## src/rtl/bk_bus_pkg.sv

```systemverilog
// bk_bus_pkg: register map, CSR bit positions, frame length and bus FSM states for bus-attached peripherals
package bk_bus_pkg;
  localparam logic [15:0] XCSR_OFS = 16'd0;
  localparam logic [15:0] XBUF_OFS = 16'd2;
  localparam int READY_BIT = 7;
  localparam int IE_BIT = 6;
  localparam int FRAME_BITS = 10;
  typedef enum logic {IDLE, ACK} bus_state_e;
endpackage

```

## src/rtl/uart_tx_shifter.sv

```systemverilog
// uart_tx_shifter: takes the holding byte when free and sends start, 8 data bits LSB first, stop
module uart_tx_shifter
  import bk_bus_pkg::*;
(
  input  logic       clk_sys,
  input  logic       reset,
  input  logic       ce_baud,
  input  logic       hold_full,
  input  logic [7:0] hold_data,
  output logic       take,
  output logic       tx_out
);
  logic busy_q, busy_d;
  logic [3:0] cnt_q, cnt_d;
  logic [7:0] data_q, data_d;
  logic last;
  assign last = cnt_q == 4'(FRAME_BITS - 1);
  // A pending byte is taken during the stop bit's closing tick, so frames run back to back
  assign take = ce_baud && hold_full && (!busy_q || last);
  assign tx_out = !busy_q || last || (cnt_q != 4'd0 && data_q[3'(cnt_q - 4'd1)]);
  always_comb begin
    busy_d = busy_q;
    cnt_d = cnt_q;
    data_d = data_q;
    if (take) begin
      busy_d = 1'b1;
      cnt_d = 4'd0;
      data_d = hold_data;
    end else if (ce_baud && busy_q) begin
      busy_d = !last;
      cnt_d = last ? 4'd0 : cnt_q + 4'd1;
    end
  end
  always_ff @(posedge clk_sys) begin
    if (reset) begin
      busy_q <= 1'b0;
      cnt_q <= 4'd0;
      data_q <= 8'd0;
    end else begin
      busy_q <= busy_d;
      cnt_q <= cnt_d;
      data_q <= data_d;
    end
  end
endmodule

```

## src/rtl/xcvr_dl11_tx.sv

```systemverilog
// xcvr_dl11_tx: DL11 console transmitter with bus responder, XCSR/XBUF registers and interrupt request
module xcvr_dl11_tx
  import bk_bus_pkg::*;
#(
  parameter logic [15:0] BASE_ADDR = 16'o177564,
  parameter logic [15:0] VEC = 16'o000064
) (
  input  logic        clk_sys,
  input  logic        reset,
  input  logic        ce,
  input  logic        ce_baud,
  input  logic [15:0] bus_addr,
  input  logic [15:0] bus_din,
  input  logic        bus_sync,
  input  logic        bus_stb,
  input  logic        bus_we,
  input  logic [1:0]  bus_wtbt,
  output logic [15:0] bus_dout,
  output logic        bus_ack,
  output logic        virq_req,
  input  logic        virq_ack,
  output logic        tx_out
);
  bus_state_e state_q, state_d;
  logic ready_q, ready_d, ie_q, ie_d, pend_q, pend_d;
  logic [7:0] hold_q, hold_d;
  logic sel, is_csr, is_buf, wr, load, take, pend_set, pend_clr;
  logic unused_ok;
  assign unused_ok = ^{VEC, BASE_ADDR[1:0], bus_din[15:8], bus_addr[0], bus_wtbt[1]};
  assign sel = bus_sync && bus_addr[15:2] == BASE_ADDR[15:2];
  assign is_csr = bus_addr[1] == XCSR_OFS[1];
  assign is_buf = bus_addr[1] == XBUF_OFS[1];
  // Only the IDLE->ACK step performs the access, so a held strobe cannot repeat it
  assign wr = ce && state_q == IDLE && sel && bus_stb && bus_we && bus_wtbt[0];
  assign load = wr && is_buf && ready_q;
  assign bus_ack = state_q == ACK;
  assign virq_req = pend_q;
  assign bus_dout = (sel && bus_stb && !bus_we && is_csr)
                  ? (16'(ready_q) << READY_BIT) | (16'(ie_q) << IE_BIT) : 16'd0;
  assign pend_set = ready_d && ie_d && !(ready_q && ie_q);
  assign pend_clr = virq_ack || load || (wr && is_csr && !bus_din[IE_BIT]);
  always_comb begin
    state_d = state_q;
    if (ce)
      state_d = (state_q == IDLE ? sel && bus_stb : bus_stb) ? ACK : IDLE;
    ie_d = wr && is_csr ? bus_din[IE_BIT] : ie_q;
    hold_d = load ? bus_din[7:0] : hold_q;
    ready_d = take ? 1'b1 : load ? 1'b0 : ready_q;
    pend_d = pend_clr ? 1'b0 : pend_set ? 1'b1 : pend_q;
  end
  always_ff @(posedge clk_sys) begin
    if (reset) begin
      state_q <= IDLE;
      ready_q <= 1'b1;
      ie_q <= 1'b0;
      pend_q <= 1'b0;
      hold_q <= 8'd0;
    end else begin
      state_q <= state_d;
      ready_q <= ready_d;
      ie_q <= ie_d;
      pend_q <= pend_d;
      hold_q <= hold_d;
    end
  end
  uart_tx_shifter u_shifter (
    .clk_sys  (clk_sys),
    .reset    (reset),
    .ce_baud  (ce_baud),
    .hold_full(!ready_q),
    .hold_data(hold_q),
    .take     (take),
    .tx_out   (tx_out)
  );
endmodule

```

## config.mk

```make
export PLATFORM = sky130hd
export DESIGN_NAME = xcvr_dl11_tx
export DESIGN_NICKNAME = d
export VERILOG_FILES = /design/src/rtl/bk_bus_pkg.sv /design/src/rtl/uart_tx_shifter.sv /design/src/rtl/xcvr_dl11_tx.sv
export SDC_FILE = /design/constraint.sdc
export NUM_CORES = 1
export LEC_CHECK = 0
export BUFFER_PORTS_ARGS = -buffer_cell sky130_fd_sc_hd__buf_2
export CAP_MARGIN = 20
export CORE_MARGIN = 2
export CORE_UTILIZATION = 25
export DETAILED_ROUTE_END_ITERATION = 8
export HOLD_SLACK_MARGIN = 0.03
export SYNTH_ARGS = -nofsm -noshare
export SYNTH_HDL_FRONTEND = slang
export SYNTH_SLANG_ARGS = --single-unit
```

## constraint.sdc

```tcl
create_clock -name clk_sys -period 3.8 [get_ports clk_sys]
set_input_delay 0.38 -clock clk_sys [delete_from_list [all_inputs] [get_ports clk_sys]]
set_output_delay 0.38 -clock clk_sys [all_outputs]
set_load 0.05 [all_outputs]
```

==> metrics.cfg, run 1 <==
[outcome]
status = finished, final reports clean

[clock_tree]
clk_path_buf_depth = 2
cts_tree = done
cts_hold_buf = 0
cts_inserted_buffers = 3
insertion_delay_ns = 0.28
htreeDepth = 1
cts.clk_slew.worst_paths_ns = 0.10
cts_root_buffer = clkbuf_8
postCtsSetupBuffers = 0
numClockSinks = 25
cts_resized = 0

[worst_setup_path]
startpoint_type = flop
crit_arrival_ns = 2.66
crit_type = flop to output pin
slowest_stage = mux4_1
cp_max_fo = 9
crit_chain = inv_1 > ha_1 > mux4_1 > mux2_4 > a211o_1 > buf_2
worstPathRequired_ns = 3.42
crit_start = u_shifter.cnt_q[0]
cp-end-kind = output pin
slowest_delay_ns = 0.57
r2r_start = u_shifter.cnt_q[0]

[global_route]
track_usage = 0.0992
grt_overflow_total = 0
grt_pass1_wl_um = 5040
antenna_found_initial = 0
grt_pass1_vias = 1112
grt_max_degree = 26

[yosys]
synthFlopType = dfxtp_1
ys_ff_latch = 25
yosysMostFrequentCell = dfxtp_1
synth_top_cell_area_share = 0.358
avgSynthCellArea_um2 = 8.62
syn_area_um2 = 1400
synth_edf_count = 0
synth_cells = 162
yosysUniqueCellTypes = 36
synth_common_cells = dfxtp_1 (25), a21oi_1 (16), buf_4 (15)
yosysWarnings = 0
yosysSeqAreaShare = 0.358
synth_top_area_cell = dfxtp_1
synth.area.top_cells = dfxtp_1 (36%), buf_4 (8.1%), mux2i_1 (6.5%)
async_flop_share = 0

[route]
dr.pass1.iters = 4
wl_per_cell_um = 11.1
route.final.wire_length_um = 2930
vias = 1230
ant_nets = 0
drc = 0
drt_iter0_markers = 51
via_per_inst = 4.64

[sta]
setup_tns_ns = 0
tightest_slew_ns = 0.546
setup_viol = 0
finalCriticalPeriod_ns = 3.04
max-slew-margin-rel = 0.636
period_share = 0.799
drv_slew = 0
finalHoldViolCount = 0
skew_ns = 0.00692
fin_ws_ns = 0.765
rsz0062_at_grt = no
clock.fmax_mhz = 329

[floorplan]
die_area_um2 = 6200
fp.dieW_um = 78.7
fp.dieH_um = 78.7
rows = 27
coreArea_um2 = 5440
pin_count = 61
start_util = 0.257

[placed_design]
placed_area_um2 = 1570
placed_cells = 261
finalWeightedCongestion = 0.759
io_buffers = 36
dp_slack_ns = 1.05
dp.final_hpwl_um = 2220

[flow_run]
cap_violations = 0

[pwr]
pwr_density_cell_nw_per_um2 = 301
ir_drop_mv = 0.250
p_leak_nw = 0.659

[finish]
final_nets = 241
final_cell_area_um2 = 1620
areaGrowthSynthToFinish_pct = 16.1
final_cell_count_no_fill = 265
diodes = 0
layout-drive-gt1-share = 0.223

[hold_path]
hold_path.class = input pin to flop
hp-start = bus_din[2]

-- power by group --
group / internal (mW) / total (mW) / switching, mW
sequential: 0.262 / 0.262 / 0.000000181
combinational: 0.0134 / 0.0579 / 0.0444
clock: 0.0770 / 0.169 / 0.0918
-- registers in the layout (all words and copies together), names as in the netlist --
register and cells:
bus_ack 1, hold_q 8, ie_q 1, ready_q 1, u_shifter.busy_q 1, u_shifter.cnt_q 4, u_shifter.data_q 8, virq_req 1
-- cells by family after synthesis --
group	synth area share
AO/OA/AOI/OAI	0.134
adder cells (fa/ha/maj)	0.0448
buffers and inverters	0.125
flip-flops	0.358
multiplexers	0.110
other	0.00269
AND/OR/NAND/NOR	0.226
-- through the flow --
| stage | utilization | total power [mW] | hold WS, ns |
|---|---|---|---|
| after floorplan | - | 0.319 | 0.449 |
| after global placement | 0.289 | 0.325 | 0.464 |
| after detailed placement | 0.289 | 0.325 | 0.474 |
| after CTS | 0.298 | 0.492 | 0.343 |
| after global routing | 0.298 | 0.509 | 0.349 |
| final | 0.298 | 0.488 | 0.348 |
-- critical path: cells and delay by family (launching register included) --
family / cells / cell delay [ns]
AO/OA/AOI/OAI: 1 / 0.29
adder cells (fa/ha/maj): 1 / 0.35
flip-flops: 1 / 0.53
buffers and inverters: 2 / 0.35
multiplexers: 2 / 0.85
-- per-layer routing --
metal	vias to the layer above	wire length (um)	track usage
met4	0	24	0.0211
met2	27	1400	0.172
li1	629	-	-
met3	4	122	0.0250
met1	570	1390	0.124
met5	-	0	0
-- final cells by class --
| class | count | area [um^2] |
|---|---|---|
| fillers | 574 | 3820 |
| well taps | 72 | 90.1 |
| multi-input cells | 121 | 771 |
| clock inverters | 1 | 8.76 |
| inverters | 6 | 22.5 |
| flip-flops and latches | 25 | 500 |
| clock buffers | 3 | 41.3 |
| repair buffers | 37 | 188 |
-- cell usage in the layout (no fill, tap or decap), drive strengths merged, types with 2 or more instances in the layout --
master / netlist / routed
inv: 6 / 7
buf: 18 / 37
mux4: 2 / 2
conb: 1 / 14
ha: 5 / 5
and4b: 3 / 3
nor2: 14 / 14
dfxtp: 25 / 25
nand4: 13 / 13
nand2: 6 / 6
and4: 3 / 3
o21ai: 12 / 12
clkbuf: 5 / 3
a21oi: 16 / 16
nor3: 7 / 7
and2: 2 / 2
mux2i: 9 / 9
-- path summary, 6_finish.rpt --
check	to	slack (ns)	cells after the start
max	tx_out	0.76	6
min	hold_q[2]	0.35	3
max reg2reg	u_shifter.data_q[3]	2.11	6
min reg2reg	hold_q[7]	0.48	2
(Power assumes the default switching activity.)
==> run 2: changes to the inputs <==
--- a/config.mk
+++ b/config.mk
@@ -5,6 +5,7 @@
 export SDC_FILE = /design/constraint.sdc
 export NUM_CORES = 1
 export LEC_CHECK = 0
+export ABC_AREA = 1
 export BUFFER_PORTS_ARGS = -buffer_cell sky130_fd_sc_hd__buf_2
 export CAP_MARGIN = 20
 export CORE_MARGIN = 2
==> constraint.sdc (replaced) <==
create_clock -name clk_sys -period 2.6 [get_ports clk_sys]
set_input_delay 0.26 -clock clk_sys [delete_from_list [all_inputs] [get_ports clk_sys]]
set_output_delay 0.26 -clock clk_sys [all_outputs]
set_load 0.05 [all_outputs]
==> run 2 against run 1 <==
Wire length decreased by 8.8%. Global-route usage decreased by 0.62 points. Critical endpoint unchanged. Largest cell class unchanged. Critical path type unchanged. Largest power group unchanged. Sequential share of layout area decreased by 1.5 points.
==> metrics.cfg, run 2 <==
[finish]
fill_cells = 602  ; +4.9%
layout-drive-gt1-share = 0.252  ; +0.0293
final_nets = 286  ; +19%
diodes = 0  ; unchanged
reg.largest.list = hold_q: 8 flops, u_shifter.data_q: 8 flops, u_shifter.cnt_q: 4 flops
mostFrequentLayoutCell = nor2_1
final_cell_count_no_fill = 310  ; +17%
final_cell_mix = nor2_1 (48), buf_2 (36), nand2_1 (28)
areaGrowthSynthToFinish_pct = 16.6

[placed_design]
placed_cells = 306  ; +17%
finalWeightedCongestion = 0.784  ; +3.3%
dp.final_hpwl_um = 2160  ; -2.6%
io_buffers = 36  ; unchanged

[pwr]
p_leak_nw = 0.792  ; +20%
pwr_density_cell_nw_per_um2 = 417  ; +38%
clockPowerShare = 0.327  ; -0.019
power_frac_seq = 0.539  ; +0.003
p_int_uw = 516  ; +46%
comb_power_share = 0.135  ; +0.016
switching_power_uw = 194  ; +42%
ir_drop_mv = 0.193  ; -23%
switching_share = 0.273  ; -0.00590

[clock_tree]
cts_root_buffer = clkbuf_8
cts_tree = done
cts_resized = 0  ; unchanged
numClockSinks = 25  ; unchanged
clk_path_buf_depth = 2  ; unchanged
cts_inserted_buffers = 3  ; unchanged
insertion_delay_ns = 0.27  ; about the same
htreeDepth = 1  ; unchanged
postCtsSetupBuffers = 0  ; unchanged
cts_hold_buf = 0  ; unchanged
cts.clk_slew.worst_paths_ns = 0.09  ; about the same

[global_route]
grt_pass1_vias = 1149  ; +3.3%
track_usage = 0.0930  ; -0.00616
antenna_found_initial = 0  ; unchanged
grt_pass1_wl_um = 4820  ; -4.2%
grt_max_degree = 22  ; -15%
grt_overflow_total = 0  ; unchanged

[yosys]
synth_cells = 202  ; +25%
avgSynthCellArea_um2 = 7.23  ; -16%
synthFlopType = dfxtp_1
synth_top_area_cell = dfxtp_1
yosysWarnings = 0  ; unchanged
synth_edf_count = 0  ; unchanged
syn_area_um2 = 1460  ; +4.6%
synth.area.top_cells = dfxtp_1 (34%), nor2_1 (12%), buf_4 (7.2%)
async_flop_share = 0  ; unchanged
synth_top_cell_area_share = 0.343  ; -0.0157
yosysMostFrequentCell = nor2_1
yosysUniqueCellTypes = 35  ; -2.8%
yosysSeqAreaShare = 0.343  ; -0.0157
synth_common_cells = nor2_1 (48), nand2_1 (28), dfxtp_1 (25)
ys_ff_latch = 25  ; unchanged

[floorplan]
fp.dieW_um = 80.4  ; +2.1%
fp.dieH_um = 80.4  ; +2.1%
coreArea_um2 = 5570  ; +2.5%
rows = 27  ; unchanged
start_util = 0.262  ; +0.00522
die_area_um2 = 6470  ; +4.3%
pin_count = 61  ; unchanged

[worst_setup_path]
crit_type = flop to output pin
endpoint = tx_out
reg2reg_slack_ns = 1.00  ; -1.11 ns
cp-end-kind = output pin
r2r-end = u_shifter.data_q[4]
crit_start = u_shifter.cnt_q[0]
r2r_start = u_shifter.cnt_q[1]
cp_max_fo = 9  ; unchanged
worstPathRequired_ns = 2.34  ; -1.08 ns
startpoint_type = flop
reg2regPathDepth = 8  ; +2
crit_arrival_ns = 2.07  ; -0.59 ns

[route]
vias = 1264  ; +2.8%
wl_per_cell_um = 8.62  ; -22%
drc = 0  ; unchanged
route.final.wire_length_um = 2670  ; -8.8%
via_per_inst = 4.08  ; -12%
ant_nets = 0  ; unchanged
dr.pass1.iters = 4  ; unchanged
drt_iter0_markers = 32  ; -37%

[sta]
period_share = 0.895
drv_slew = 0  ; unchanged
clock.fmax_mhz = 430
skew_ns = 0.00377  ; -0.00315 ns
max-slew-margin-rel = 0.583  ; -0.0532
setup_viol = 0  ; unchanged
setup_tns_ns = 0  ; unchanged
rsz0062_at_grt = no
finalCriticalPeriod_ns = 2.33
finalHoldViolCount = 0  ; unchanged
tightest_slew_ns = 0.625  ; +0.0795 ns

[hold_path]
hold_path.class = input pin to flop
hp-start = reset

[flow_run]
cap_violations = 0  ; unchanged

[outcome]
status = finished, final reports clean

run 2: changes by cell type in the layout (fill, tap and decap cells not counted), moves of 4 or more:
| cell | change |
|---|---|
| a21oi_1 | -12 |
| nand4_1 | -11 |
| mux2i_1 | -9 |
| nor3_1 | -7 |
| nor2_1 | +34 |
| nor2_2 | +4 |
| inv_1 | +15 |
| nand2_1 | +22 |
| o21ai_2 | +4 |
| o21ai_1 | +4 |
run 2: per-stage QoR:
stage               setup WS, ns  hold slack (ns)   util  total power, mW  cell area [um^2]
floorplan                  0.373            0.329      -            0.476              1510
detailed placement         0.573            0.454  0.297            0.487              1650
global placement           0.596            0.450  0.297            0.486              1650
finish                     0.273            0.166  0.305            0.710              1700
global route              0.0417            0.161  0.305            0.750              1700
CTS                        0.257            0.166  0.305            0.719              1700
run 2: area by class of cell:
cell class                 count  area, um^2  share of cell area
multi-input combinational    150         792               0.465
sequential                    25         500               0.294
timing repair buffer          36         180               0.106
inverter                      23        91.3              0.0536
tap                           72        90.1              0.0529
clock buffer                   3        41.3              0.0242
clock inverter                 1        7.51             0.00441
run 2: worst min-delay path by stage:
stage	endpoint	cells past startpoint
2_1_floorplan	bus_ack	1
3_3_place_gp	virq_req	2
3_5_place_dp	virq_req	2
4_1_cts	u_shifter.busy_q	2
5_1_grt	u_shifter.busy_q	2
6_report	u_shifter.busy_q	2
run 2: power groups by stage:
stage                     Sequential, mW  Combinational (mW)  Clock, mW
after floorplan                    0.391              0.0844          0
after global placement             0.391              0.0950          0
after detailed placement           0.391              0.0959          0
after CTS                          0.382              0.0961      0.240
after global routing               0.383               0.105      0.262
final                              0.382              0.0955      0.232
run 2: logic make-up after synthesis:
kind of cell	count (synthesis)	synth area share
DFF	25	0.343
other	1	0.00257
xor gates and xnor gates	3	0.0180
buffers and inverters	40	0.148
AOI/OAI and AO/OA	32	0.138
adders and majority gates	5	0.0428
and+or+nand+nor	96	0.308
run 2: worst max-delay path, cell delays in order, from the launching register on:
cell and delay, ns:
dfxtp_1 0.43, inv_1 0.19, ha_1 0.37, nor2_1 0.10
o21ai_0 0.09, o211ai_1 0.10, o21ai_0 0.11, o21bai_1 0.12
buf_2 0.28
run 2: routing by layer:
layer	part of all wire	vias to the layer above	track usage
met2	0.44	32	0.148
li1	-	685	-
met1	0.50	540	0.121
met4	0.023	0	0.0424
met3	0.042	7	0.0169
met5	0	-	0
